==> config.mk <==
export PLATFORM = sky130hd
export DESIGN_NAME = uart_time_frame_parser_flat
export DESIGN_NICKNAME = d
export VERILOG_FILES = /design/src/rtl/irig_time_pkg.sv /design/src/rtl/uart_time_frame_parser_if.sv /design/src/rtl/frame_timeout_timer.sv /design/src/rtl/uart_time_frame_parser.sv /design/src/flat_wrapper.sv
export SDC_FILE = /design/constraint.sdc
export NUM_CORES = 1
export LEC_CHECK = 0
export ABC_AREA = 1
export ABC_CLOCK_PERIOD_IN_PS = 1700
export CAP_MARGIN = 30
export CORE_ASPECT_RATIO = 1.25
export CORE_UTILIZATION = 58
export DETAILED_ROUTE_END_ITERATION = 16
export PLACE_DENSITY = 0.79
export SLEW_MARGIN = 20
export SYNTH_ARGS = -nofsm -noshare
export SYNTH_HDL_FRONTEND = slang
export SYNTH_SLANG_ARGS = --single-unit
==> constraint.sdc <==
create_clock -name sys_clk -period 1.7 [get_ports sys_clk]
set_input_delay 0.34 -clock sys_clk [delete_from_list [all_inputs] [get_ports sys_clk]]
set_output_delay 0.34 -clock sys_clk [all_outputs]
set_load 0.05 [all_outputs]
==> src/rtl/irig_time_pkg.sv <==
// Shared definitions for the UART time-set frame parser: frame geometry,
// parser state encoding, rejection codes, time field widths and range limits.
package irig_time_pkg;

   localparam int unsigned BYTE_W      = 8;
   localparam int unsigned FRAME_LEN   = 9;
   localparam int unsigned PAYLOAD_LEN = 6;
   localparam int unsigned IDX_W       = 3;

   localparam int unsigned SEC_W  = 6;
   localparam int unsigned MIN_W  = 6;
   localparam int unsigned HOUR_W = 5;
   localparam int unsigned DAY_W  = 9;
   localparam int unsigned YEAR_W = 7;
   localparam int unsigned ERR_W  = 2;

   localparam int unsigned SEC_MAX  = 59;
   localparam int unsigned MIN_MAX  = 59;
   localparam int unsigned HOUR_MAX = 23;
   localparam int unsigned DAY_MIN  = 1;
   localparam int unsigned DAY_MAX  = 366;
   localparam int unsigned YEAR_MAX = 99;

   localparam logic [ERR_W-1:0] ERR_NONE    = ERR_W'(0);
   localparam logic [ERR_W-1:0] ERR_CSUM    = ERR_W'(1);
   localparam logic [ERR_W-1:0] ERR_RANGE   = ERR_W'(2);
   localparam logic [ERR_W-1:0] ERR_TIMEOUT = ERR_W'(3);

   typedef enum logic [2:0] {
      ST_HUNT,
      ST_HDR1,
      ST_PAYLOAD,
      ST_CHKSUM,
      ST_VERIFY
   } parser_state_e;

   typedef struct packed {
      logic [YEAR_W-1:0] year;
      logic [DAY_W-1:0]  day;
      logic [HOUR_W-1:0] hour;
      logic [MIN_W-1:0]  min;
      logic [SEC_W-1:0]  sec;
   } irig_time_t;

   localparam irig_time_t TIME_RESET = '{year: '0, day: DAY_W'(DAY_MIN),
                                         hour: '0, min: '0, sec: '0};

   // Whole-byte range check; upper bits of any field byte count as out of range.
   function automatic logic fields_in_range(input logic [BYTE_W-1:0] sec,
                                            input logic [BYTE_W-1:0] min,
                                            input logic [BYTE_W-1:0] hour,
                                            input logic [BYTE_W-1:0] dayh,
                                            input logic [BYTE_W-1:0] dayl,
                                            input logic [BYTE_W-1:0] year);
      logic [DAY_W-1:0] day;
      day = {dayh[0], dayl};
      return (sec  <= BYTE_W'(SEC_MAX))  &&
             (min  <= BYTE_W'(MIN_MAX))  &&
             (hour <= BYTE_W'(HOUR_MAX)) &&
             (dayh[BYTE_W-1:1] == '0)    &&
             (day  >= DAY_W'(DAY_MIN))   &&
             (day  <= DAY_W'(DAY_MAX))   &&
             (year <= BYTE_W'(YEAR_MAX));
   endfunction

endpackage

==> src/rtl/uart_time_frame_parser_if.sv <==
// Byte-stream input and time-vector output bundle of the time frame parser.
interface uart_time_frame_parser_if;
   import irig_time_pkg::*;

   logic [BYTE_W-1:0] rx_data;
   logic              rx_flag;
   logic [SEC_W-1:0]  time_sec;
   logic [MIN_W-1:0]  time_min;
   logic [HOUR_W-1:0] time_hour;
   logic [DAY_W-1:0]  time_day;
   logic [YEAR_W-1:0] time_year;
   logic              time_valid;
   logic              frame_err;
   logic [ERR_W-1:0]  err_code;

   modport master (
      output rx_data, rx_flag,
      input  time_sec, time_min, time_hour, time_day, time_year,
      input  time_valid, frame_err, err_code
   );

   modport slave (
      input  rx_data, rx_flag,
      output time_sec, time_min, time_hour, time_day, time_year,
      output time_valid, frame_err, err_code
   );

endinterface

==> src/rtl/frame_timeout_timer.sv <==
// Inter-byte idle counter; expire_c pulses in the cycle the count sits at
// TIMEOUT_CYC-1 while enabled and not being cleared.
module frame_timeout_timer #(
   parameter int unsigned TIMEOUT_CYC = 2_500_000
) (
   input  logic sys_clk,
   input  logic sys_rst_n,
   input  logic clear_i,
   input  logic en_i,
   output logic expire_c
);

   localparam int unsigned CNT_W = (TIMEOUT_CYC > 1) ? $clog2(TIMEOUT_CYC) : 1;
   localparam logic [CNT_W-1:0] CNT_LAST = CNT_W'(TIMEOUT_CYC - 1);

   logic [CNT_W-1:0] cnt_q, cnt_d;

   assign expire_c = en_i && !clear_i && (cnt_q == CNT_LAST);

   always_comb begin
      cnt_d = cnt_q;
      if (clear_i) begin
         cnt_d = '0;
      end else if (en_i) begin
         cnt_d = (cnt_q == CNT_LAST) ? '0 : cnt_q + CNT_W'(1);
      end
   end

   always_ff @(posedge sys_clk or negedge sys_rst_n) begin
      if (!sys_rst_n) cnt_q <= '0;
      else            cnt_q <= cnt_d;
   end

endmodule

==> src/rtl/uart_time_frame_parser.sv <==
// Assembles 9-byte time-set frames from the UART byte stream, validates header,
// checksum and field ranges, and loads a registered time vector or flags an error.
module uart_time_frame_parser
   import irig_time_pkg::*;
#(
   parameter int unsigned CLK_FREQ    = 50_000_000,
   parameter int unsigned TIMEOUT_CYC = CLK_FREQ / 20,
   parameter logic [7:0]  HEADER0     = 8'hAA,
   parameter logic [7:0]  HEADER1     = 8'h55
) (
   input logic                 sys_clk,
   input logic                 sys_rst_n,
   uart_time_frame_parser_if.slave bus
);

   parser_state_e                        state_q, state_d;
   logic [IDX_W-1:0]                     idx_q, idx_d;
   logic [BYTE_W-1:0]                    sum_q, sum_d;
   logic [PAYLOAD_LEN-1:0][BYTE_W-1:0]   payload_q, payload_d;
   logic                                 csum_ok_q, csum_ok_d;
   irig_time_t                           time_q, time_d;
   logic                                 time_valid_q, time_valid_d;
   logic                                 frame_err_q, frame_err_d;
   logic [ERR_W-1:0]                     err_code_q, err_code_d;

   logic tmr_clear, tmr_en, tmr_expire_c;
   logic range_ok;

   assign tmr_clear = bus.rx_flag || (state_q == ST_HUNT);
   assign tmr_en    = (state_q == ST_HDR1) || (state_q == ST_PAYLOAD) ||
                      (state_q == ST_CHKSUM);

   frame_timeout_timer #(.TIMEOUT_CYC(TIMEOUT_CYC)) u_timeout (
      .sys_clk   (sys_clk),
      .sys_rst_n (sys_rst_n),
      .clear_i   (tmr_clear),
      .en_i      (tmr_en),
      .expire_c  (tmr_expire_c)
   );

   assign range_ok = fields_in_range(payload_q[0], payload_q[1], payload_q[2],
                                     payload_q[3], payload_q[4], payload_q[5]);

   // Parser next-state and output decode; a pending byte always beats the timeout.
   always_comb begin
      state_d      = state_q;
      idx_d        = idx_q;
      sum_d        = sum_q;
      payload_d    = payload_q;
      csum_ok_d    = csum_ok_q;
      time_d       = time_q;
      time_valid_d = 1'b0;
      frame_err_d  = 1'b0;
      err_code_d   = err_code_q;

      unique case (state_q)
         ST_HUNT: begin
            if (bus.rx_flag && (bus.rx_data == HEADER0)) state_d = ST_HDR1;
         end
         ST_HDR1: begin
            if (bus.rx_flag) begin
               if (bus.rx_data == HEADER1) begin
                  state_d = ST_PAYLOAD;
                  idx_d   = '0;
                  sum_d   = '0;
               end else if (bus.rx_data != HEADER0) begin
                  state_d = ST_HUNT;
               end
            end else if (tmr_expire_c) begin
               state_d     = ST_HUNT;
               frame_err_d = 1'b1;
               err_code_d  = ERR_TIMEOUT;
            end
         end
         ST_PAYLOAD: begin
            if (bus.rx_flag) begin
               for (int i = 0; i < int'(PAYLOAD_LEN); i++) begin
                  if (idx_q == IDX_W'(i)) payload_d[i] = bus.rx_data;
               end
               sum_d = sum_q + bus.rx_data;
               if (idx_q == IDX_W'(PAYLOAD_LEN - 1)) state_d = ST_CHKSUM;
               else                                  idx_d   = idx_q + IDX_W'(1);
            end else if (tmr_expire_c) begin
               state_d     = ST_HUNT;
               frame_err_d = 1'b1;
               err_code_d  = ERR_TIMEOUT;
            end
         end
         ST_CHKSUM: begin
            if (bus.rx_flag) begin
               csum_ok_d = (bus.rx_data == sum_q);
               state_d   = ST_VERIFY;
            end else if (tmr_expire_c) begin
               state_d     = ST_HUNT;
               frame_err_d = 1'b1;
               err_code_d  = ERR_TIMEOUT;
            end
         end
         ST_VERIFY: begin
            state_d = ST_HUNT;
            if (!csum_ok_q) begin
               frame_err_d = 1'b1;
               err_code_d  = ERR_CSUM;
            end else if (!range_ok) begin
               frame_err_d = 1'b1;
               err_code_d  = ERR_RANGE;
            end else begin
               time_valid_d = 1'b1;
               time_d.sec   = payload_q[0][SEC_W-1:0];
               time_d.min   = payload_q[1][MIN_W-1:0];
               time_d.hour  = payload_q[2][HOUR_W-1:0];
               time_d.day   = {payload_q[3][0], payload_q[4]};
               time_d.year  = payload_q[5][YEAR_W-1:0];
            end
         end
         default: state_d = ST_HUNT;
      endcase
   end

   always_ff @(posedge sys_clk or negedge sys_rst_n) begin
      if (!sys_rst_n) begin
         state_q      <= ST_HUNT;
         idx_q        <= '0;
         sum_q        <= '0;
         payload_q    <= '0;
         csum_ok_q    <= 1'b0;
         time_q       <= TIME_RESET;
         time_valid_q <= 1'b0;
         frame_err_q  <= 1'b0;
         err_code_q   <= ERR_NONE;
      end else begin
         state_q      <= state_d;
         idx_q        <= idx_d;
         sum_q        <= sum_d;
         payload_q    <= payload_d;
         csum_ok_q    <= csum_ok_d;
         time_q       <= time_d;
         time_valid_q <= time_valid_d;
         frame_err_q  <= frame_err_d;
         err_code_q   <= err_code_d;
      end
   end

   assign bus.time_sec   = time_q.sec;
   assign bus.time_min   = time_q.min;
   assign bus.time_hour  = time_q.hour;
   assign bus.time_day   = time_q.day;
   assign bus.time_year  = time_q.year;
   assign bus.time_valid = time_valid_q;
   assign bus.frame_err  = frame_err_q;
   assign bus.err_code   = err_code_q;

endmodule
==> src/flat_wrapper.sv <==
// flat-port wrapper written by rule: the top's interface ports become plain ports
module uart_time_frame_parser_flat import irig_time_pkg::*;
#(
   parameter int unsigned CLK_FREQ    = 50_000_000,
   parameter int unsigned TIMEOUT_CYC = CLK_FREQ / 20,
   parameter logic [7:0]  HEADER0     = 8'hAA,
   parameter logic [7:0]  HEADER1     = 8'h55
)
  (sys_clk, sys_rst_n, bus_rx_data, bus_rx_flag, bus_time_sec, bus_time_min, bus_time_hour, bus_time_day, bus_time_year, bus_time_valid, bus_frame_err, bus_err_code);
  uart_time_frame_parser_if bus_i ();
  input logic sys_clk;
  input logic sys_rst_n;
  input wire logic [$bits(bus_i.rx_data)-1:0] bus_rx_data;
  input wire logic [$bits(bus_i.rx_flag)-1:0] bus_rx_flag;
  output wire logic [$bits(bus_i.time_sec)-1:0] bus_time_sec;
  output wire logic [$bits(bus_i.time_min)-1:0] bus_time_min;
  output wire logic [$bits(bus_i.time_hour)-1:0] bus_time_hour;
  output wire logic [$bits(bus_i.time_day)-1:0] bus_time_day;
  output wire logic [$bits(bus_i.time_year)-1:0] bus_time_year;
  output wire logic [$bits(bus_i.time_valid)-1:0] bus_time_valid;
  output wire logic [$bits(bus_i.frame_err)-1:0] bus_frame_err;
  output wire logic [$bits(bus_i.err_code)-1:0] bus_err_code;
  assign bus_i.rx_data = bus_rx_data;
  assign bus_i.rx_flag = bus_rx_flag;
  assign bus_time_sec = bus_i.time_sec;
  assign bus_time_min = bus_i.time_min;
  assign bus_time_hour = bus_i.time_hour;
  assign bus_time_day = bus_i.time_day;
  assign bus_time_year = bus_i.time_year;
  assign bus_time_valid = bus_i.time_valid;
  assign bus_frame_err = bus_i.frame_err;
  assign bus_err_code = bus_i.err_code;
  uart_time_frame_parser #(.CLK_FREQ(CLK_FREQ), .TIMEOUT_CYC(TIMEOUT_CYC), .HEADER0(HEADER0), .HEADER1(HEADER1)) u_core (.sys_clk(sys_clk), .sys_rst_n(sys_rst_n), .bus(bus_i));
endmodule
---- Word-level counts from Yosys, hierarchy flattened ----
Cells that the tools add are included.
word-level totals
  output and inout bits ................... 37
  flip-flop bits (word level) ............. 122
cells by class
  magnitude comparators ................... 6
  multiplexer cells ....................... 34
  add/sub/neg operators ................... 3
  eq/ne operators ......................... 24
  reduce and logical (&&, ||, !) cells .... 32
operators with widths
  operator                                                               count
  22-bit two-way mux                                                     3
  3-bit two-way mux                                                      12
  8-bit two-way mux                                                      3
  3-bit AND reduction                                                    8
  22-bit by 1-bit adder with 22-bit output, second input constant        1
  22-bit == test, second input constant                                  1
  8-bit by 6-bit <= comparator with 1-bit output, second input constant  2
  8-bit one-hot mux with 2 select lines                                  1
  3-bit by 2-bit == test with 1-bit output, second input constant        4
  2-bit != test, second input constant                                   6
  3-bit one-hot mux with 4 select lines                                  1
  3-bit == test, second input constant                                   3
  9-bit by 1-bit >= comparator with 1-bit output, second input constant  1
  9-bit <= comparator, second input constant                             1
  1-bit logical AND                                                      9
  8-bit adder                                                            1
  8-bit by 7-bit == test with 1-bit output, second input constant        1
  8-bit == test                                                          1
  8-bit == test, second input constant                                   1
  8-bit by 5-bit <= comparator with 1-bit output, second input constant  1
  8-bit by 7-bit <= comparator with 1-bit output, second input constant  1
  2-bit two-way mux                                                      4
  8-bit != test, second input constant                                   1
  4-bit AND reduction                                                    2
  other kinds (17)                                                       30

---- Depth between registers and ports, before layout ----
Gate-level depths: netlist of run 1.
  word-level depth ........................ 10
  gate-level depth with buffers ........... 10

---- Cells and area by module ----
From an unflattened synthesis of run 1, not the netlist that was laid out.
second synthesis, totals
  cells, all modules ...................... 733
  area, all modules ....................... 6162.2 µm²
by module, submodules not included
  module                  area each (µm²)  times used  cells an instance
  uart_time_frame_parser  4715.8           1           530
  frame_timeout_timer     1446.4           1           203

---- Worst setup path before layout of run 1 ----
Ideal clock, no wire load.
  path kind ............................... flip-flop to flip-flop
  start ................................... reg u_core.u_timeout.cnt_q[0]
  end ..................................... reg u_core.u_timeout.cnt_q[1]
  path slack .............................. 0.160 ns
  arrival ................................. 1.419 ns
  setup time .............................. 0.121 ns
  cell stages (with the launch flop) ...... 10
  path through ............................ dfrtp_1 > ha_1 > nand2_1 > nor2_2 > inv_1 > nor2_1 > nand2_2 > nand2_4 > inv_2 > a22o_1
on the way
  word-level cells in the longest chain between the ends .. 4
  elaborated cells on any way between the ends .. 5
  classes of those cells .................. add/sub: 1; eq/ne: 1; mux: 3
ends and longest elaborated chain
  element                                                                     line                       text
  from (decl)                                                                 frame_timeout_timer.sv:16  logic [CNT_W-1:0] cnt_q, cnt_d;
  from (signal assigned)                                                      frame_timeout_timer.sv:31  else cnt_q <= cnt_d;
  22-bit by 1-bit adder with 22-bit output or 22-bit == test (tied branches)  frame_timeout_timer.sv:25  cnt_d = (cnt_q == CNT_LAST) ? '0 : cnt_q + CNT_W'(1);
  22-bit two-way mux (*)                                                      frame_timeout_timer.sv:25
  22-bit two-way mux (*)                                                      frame_timeout_timer.sv:24  end else if (en_i) begin
  22-bit two-way mux (*)                                                      frame_timeout_timer.sv:22  if (clear_i) begin
Mark *: on every way between the ends. The rest lies on a longest branch, timed or not. The select of a mux whose other input is x is not followed.
A chain may end at the register's enable or synchronous reset.

---- Worst setup path after layout of run 1 ----
  start ................................... reg u_core.payload_q[39] (netlist name)
  end ..................................... reg u_core.time_q, in the netlist u_core.bus.time_day[7]
on the way
  word-level cells in the longest chain between the ends .. 5
  elaborated cells on any way between the ends .. 6
  classes of those cells .................. order compare: 2; reduce/logical: 4
ends and longest elaborated chain
  element                                         line                           text
  from (decl)                                     uart_time_frame_parser.sv:19   logic [PAYLOAD_LEN-1:0][BYTE_W-1:0] payload_q, payload_d;
  from (signal assigned)                          uart_time_frame_parser.sv:135  payload_q <= payload_d;
  9-bit by 1-bit >= comparator with 1-bit output  irig_time_pkg.sv:61            (day >= DAY_W'(DAY_MIN)) &&
  1-bit logical AND                               irig_time_pkg.sv:60            (dayh[BYTE_W-1:1] == '0) &&
  1-bit logical AND                               irig_time_pkg.sv:61
  1-bit logical AND                               irig_time_pkg.sv:62            (day <= DAY_W'(DAY_MAX)) &&
  3-bit AND reduction (no line)                   -
  to (signal assigned)                            uart_time_frame_parser.sv:137  time_q <= time_d;
  to (decl)                                       uart_time_frame_parser.sv:21   irig_time_t time_q, time_d;
Parallel ways exist; a longest one is shown, timed or not.

==> out/results.md, run 1 <==
* **unrepaired setup endpoints after global routing** true
* **core region area** 10200 um2
* **sequential area share after synthesis** 50.1%
* **minimum setup slack among reg-to-reg paths** 30 ps
* **routed vias/inst** 5.40
* **fill cell total of the finished layout** 733
* **post-route DRC violation count** 0
* **reported max-cap violation count** 0
* **maximum operating frequency** 597 MHz
* **static leakage** 0.00378 uW
* **global-route usage over all layers** 29.4%
* **overall die area** 10900 um2
* **Die Ht** 117 um
* **Post-DP HPWL** 10.5 mm
* **maximum vdd drop** 0.845 mV
* **wire length per cell after detailed routing** 15.5 um
* **maximum number of pins on one net before global-route repair** 81
* **number of antenna cells inserted** 0
* **initial core utilization** 60.0%
* **final global-route overflow total** 0
* **I/O Buffers** 47
* **cell count of the worst reg-to-reg path** 8
* **max_slew headroom** 71.5%
* **Worst Skew** 6.50 ps
* **worst reg2reg path endpoint** u_core.bus.time_day[7]$_DFFE_PN0P_
* **data arrival time of the critical path** 1990 ps
* **Max H-tree Level** 4
* **slew at the pin with the worst max-slew slack** 425 ps
* **Finished Cell Area** 7630 um2
* **Final #Nets** 853
* **path type of the worst setup path** flop to flop
* **outcome** completed
* **number of nets produced by synthesis** 753
* **number of routed nets with antenna violations** 0
* **GPL Wtd Cong** 0.878
* **number of global-route vias before repair** 5246
* **min-delay worst type** primary input to async pin
* **number of clock sinks** 122
* **most common cell after layout, fill and taps aside** sky130_fd_sc_hd__nand2_1
* **global-route wire length before repair** 24.5 mm
* **initial antenna violation count** 0
* **# setup viols final** 0
* **layout overhead on the synthesized area** 25.2%
* **Worst Path Required** 2010 ps
* **post-synthesis cell area** 6100 um2
* **Hold WS** 453 ps
* **Cell Area, Placed** 6930 um2
* **root buffer selected by CTS** sky130_fd_sc_hd__clkbuf_16
* **launching element type of the critical path** flop
* **fin. max-slew vios** 0
* **clock slew at the register clock pins of the worst setup and hold paths** 60 ps
* **CTS max path bufs** 2
* **gate count of the mapped netlist** 728
* **areal power density over the cells** 1370 nW/um2
* **overall via count from detail_route** 5234
* **TritonCTS clock tree** built
* **Overall Power** 10400 uW
* **maximum fanout encountered on the critical timing path** 52
* **Die X** 93.7 um
* **core utilization of the finished layout** 75.1%
* **fraction of final layout cells with drive strength greater than 1** 21.4%
* **number of enable flip-flop cells after synthesis** 0
* **post-synthesis area per instance** 8.38 um2
* **Hold Fails Final Rpt** 0
* **Most used DFF post-synth** sky130_fd_sc_hd__dfrtp_1
* **most frequent cells in the layout** sky130_fd_sc_hd__nand2_1 (206), sky130_fd_sc_hd__dfrtp_1 (121), sky130_fd_sc_hd__inv_1 (85), sky130_fd_sc_hd__buf_4 (82), sky130_fd_sc_hd__o21ai_0 (65)
* **First DRT Iteration DRCs** 336
* **I/O pin count** 48
* **# rows** 41
* **number of buffers inserted during clock tree synthesis** 17
* **number of distinct library cells after synthesis** 43
* **Routed Wire Length** 15.0 mm
* **min Tclk post-route** 1670 ps
* **crit path capture type** flop
* **number of iterations in the first detailed-routing pass** 7
* **Post-synth ARST share** 100%
* **Ys Warns** 0
* **Reg2Reg Launch Point** u_core.payload_q[39]$_DFFE_PN0P_
* **clock latency on the worst-skew pair** 420 ps
* **post-route clock period utilization** 98.5%
* **number of storage elements in the synthesis netlist** 122
[where the power goes]
group | total, uW | leakage, uW | internal (uW) | switching, uW
registers | 4040 | 0.00161 | 3570 | 475
clock network | 3500 | 0.000271 | 2140 | 1370
logic | 2900 | 0.00190 | 1090 | 1800
total | 10400 | 0.00378 | 6800 | 3640
[Yosys cell counts, types with 2 or more instances]
master | number | share of area, %
sky130_fd_sc_hd__o22ai_1 | 9 | 0.92
sky130_fd_sc_hd__o21ai_1 | 4 | 0.33
sky130_fd_sc_hd__nand3_4 | 2 | 0.57
sky130_fd_sc_hd__nand4_1 | 13 | 1.3
sky130_fd_sc_hd__buf_4 | 2 | 0.25
sky130_fd_sc_hd__nand2_2 | 4 | 0.41
sky130_fd_sc_hd__buf_2 | 4 | 0.33
sky130_fd_sc_hd__nor2_8 | 2 | 0.66
sky130_fd_sc_hd__nand3_1 | 41 | 3.4
sky130_fd_sc_hd__nor3_1 | 13 | 1.1
sky130_fd_sc_hd__o211ai_1 | 2 | 0.25
sky130_fd_sc_hd__xnor2_1 | 3 | 0.43
sky130_fd_sc_hd__buf_6 | 6 | 1.1
sky130_fd_sc_hd__nand2_1 | 208 | 13
sky130_fd_sc_hd__dfrtp_1 | 121 | 50
sky130_fd_sc_hd__a21oi_1 | 17 | 1.4
sky130_fd_sc_hd__nor2_2 | 2 | 0.21
sky130_fd_sc_hd__nor2_1 | 55 | 3.4
sky130_fd_sc_hd__inv_1 | 86 | 5.3
sky130_fd_sc_hd__nor2_4 | 3 | 0.55
sky130_fd_sc_hd__o21ai_0 | 66 | 5.4
sky130_fd_sc_hd__nor3b_1 | 2 | 0.25
sky130_fd_sc_hd__inv_2 | 4 | 0.25
sky130_fd_sc_hd__nand2_4 | 4 | 0.74
sky130_fd_sc_hd__ha_1 | 13 | 2.7
sky130_fd_sc_hd__clkbuf_1 | 4 | 0.25
sky130_fd_sc_hd__o21ai_2 | 16 | 2.3
sky130_fd_sc_hd__xor2_1 | 7 | 1.0
[registers in the layout, summed over array words and instances, names as in the netlist]
register	cells
u_core.payload_q	48
u_core.u_timeout.cnt_q	22
u_core.bus.time_day	9
u_core.sum_q	8
u_core.bus.time_year	7
u_core.bus.time_min	6
u_core.bus.time_sec	6
u_core.bus.time_hour	5
u_core.idx_q	3
u_core.state_q	3
u_core.bus.err_code	2
u_core.bus.frame_err	1
u_core.bus.time_valid	1
u_core.csum_ok_q	1
[layer usage]
metal  vias to the layer above  share of wire [%]  global-route usage, %
met1                      2506                 40                   34.0
met2                       151                 53                   53.4
li1                       2546                  -                      -
met4                         0                2.4                   11.2
met3                        31                4.1                   6.18
met5                         -                  0                      0
[how the worst max path moves through the flow]
stage,slack (ps),from,end,depth (start not counted)
4_1_cts,2,u_core.payload_q[20]$_DFFE_PN0P_,u_core.bus.time_day[7]$_DFFE_PN0P_,9
2_1_floorplan,160,u_core.u_timeout.cnt_q[0]$_DFFE_PN0P_,u_core.u_timeout.cnt_q[1]$_DFFE_PN0P_,9
3_5_place_dp,-380,bus_rx_data[0],u_core.sum_q[4]$_DFFE_PN0P_,9
3_3_place_gp,-300,bus_rx_data[0],u_core.sum_q[4]$_DFFE_PN0P_,9
6_report,30,u_core.payload_q[39]$_DFFE_PN0P_,u_core.bus.time_day[7]$_DFFE_PN0P_,8
5_1_grt,-60,u_core.payload_q[39]$_DFFE_PN0P_,u_core.bus.time_day[7]$_DFFE_PN0P_,8
[area by class of cell]
class	instances	area, um2	area share, %
clock buffer	20	467	6.11
clock inverter	12	116	1.52
inverter	90	344	4.51
multi-input combinational	498	2640	34.6
sequential	122	3050	40.0
tap	129	161	2.11
timing repair buffer	99	847	11.1
[logic make-up after synthesis]
kind of cell | Yosys count | synth area share [%]
AO/OA/AOI/OAI | 119 | 11.2
adder cells (fa/ha/maj) | 14 | 3.00
buffers and inverters | 108 | 8.04
flip-flops | 122 | 50.1
XOR/XNOR | 10 | 1.44
AND/OR/NAND/NOR | 355 | 26.2
[what timing repair did]
action / CTS / global route
setup endpoints to repair: 45 / 52
pin swaps: 0 / 4
resized for setup: 4 / 22
hold buffers: 1 / 0
buffers inserted: 0 / 1
hold endpoints to repair: 60 / 0
[critical path, stage by stage, from the launching register on]
cell                      delay (ps)
sky130_fd_sc_hd__dfrtp_1         420
sky130_fd_sc_hd__nor2_2          220
sky130_fd_sc_hd__nand2_1          90
sky130_fd_sc_hd__nor2_1          220
sky130_fd_sc_hd__nor2_4           80
sky130_fd_sc_hd__nand4_4         100
sky130_fd_sc_hd__buf_12          230
sky130_fd_sc_hd__nand2_1          90
sky130_fd_sc_hd__o21ai_0         110
[through the flow]
| step | TNS [ps] | worst slack (ps) | std cells |
|---|---|---|---|
| global route | -585 | -61.9 | 970 |
| CTS | 0 | 2.14 | 969 |
| detailed placement | -12760 | -381 | 936 |
| global placement | -8390 | -300 | 936 |
| floorplan | 0 | 160 | 728 |
| finish | 0 | 26.2 | 970 |
(Power assumes the default switching activity.)
==> run 2: changes to the inputs <==
- HOLD_SLACK_MARGIN: not set -> 0.12
==> results of run 2 <==
Final layout, timing and power as in run 1 (identical DEF).
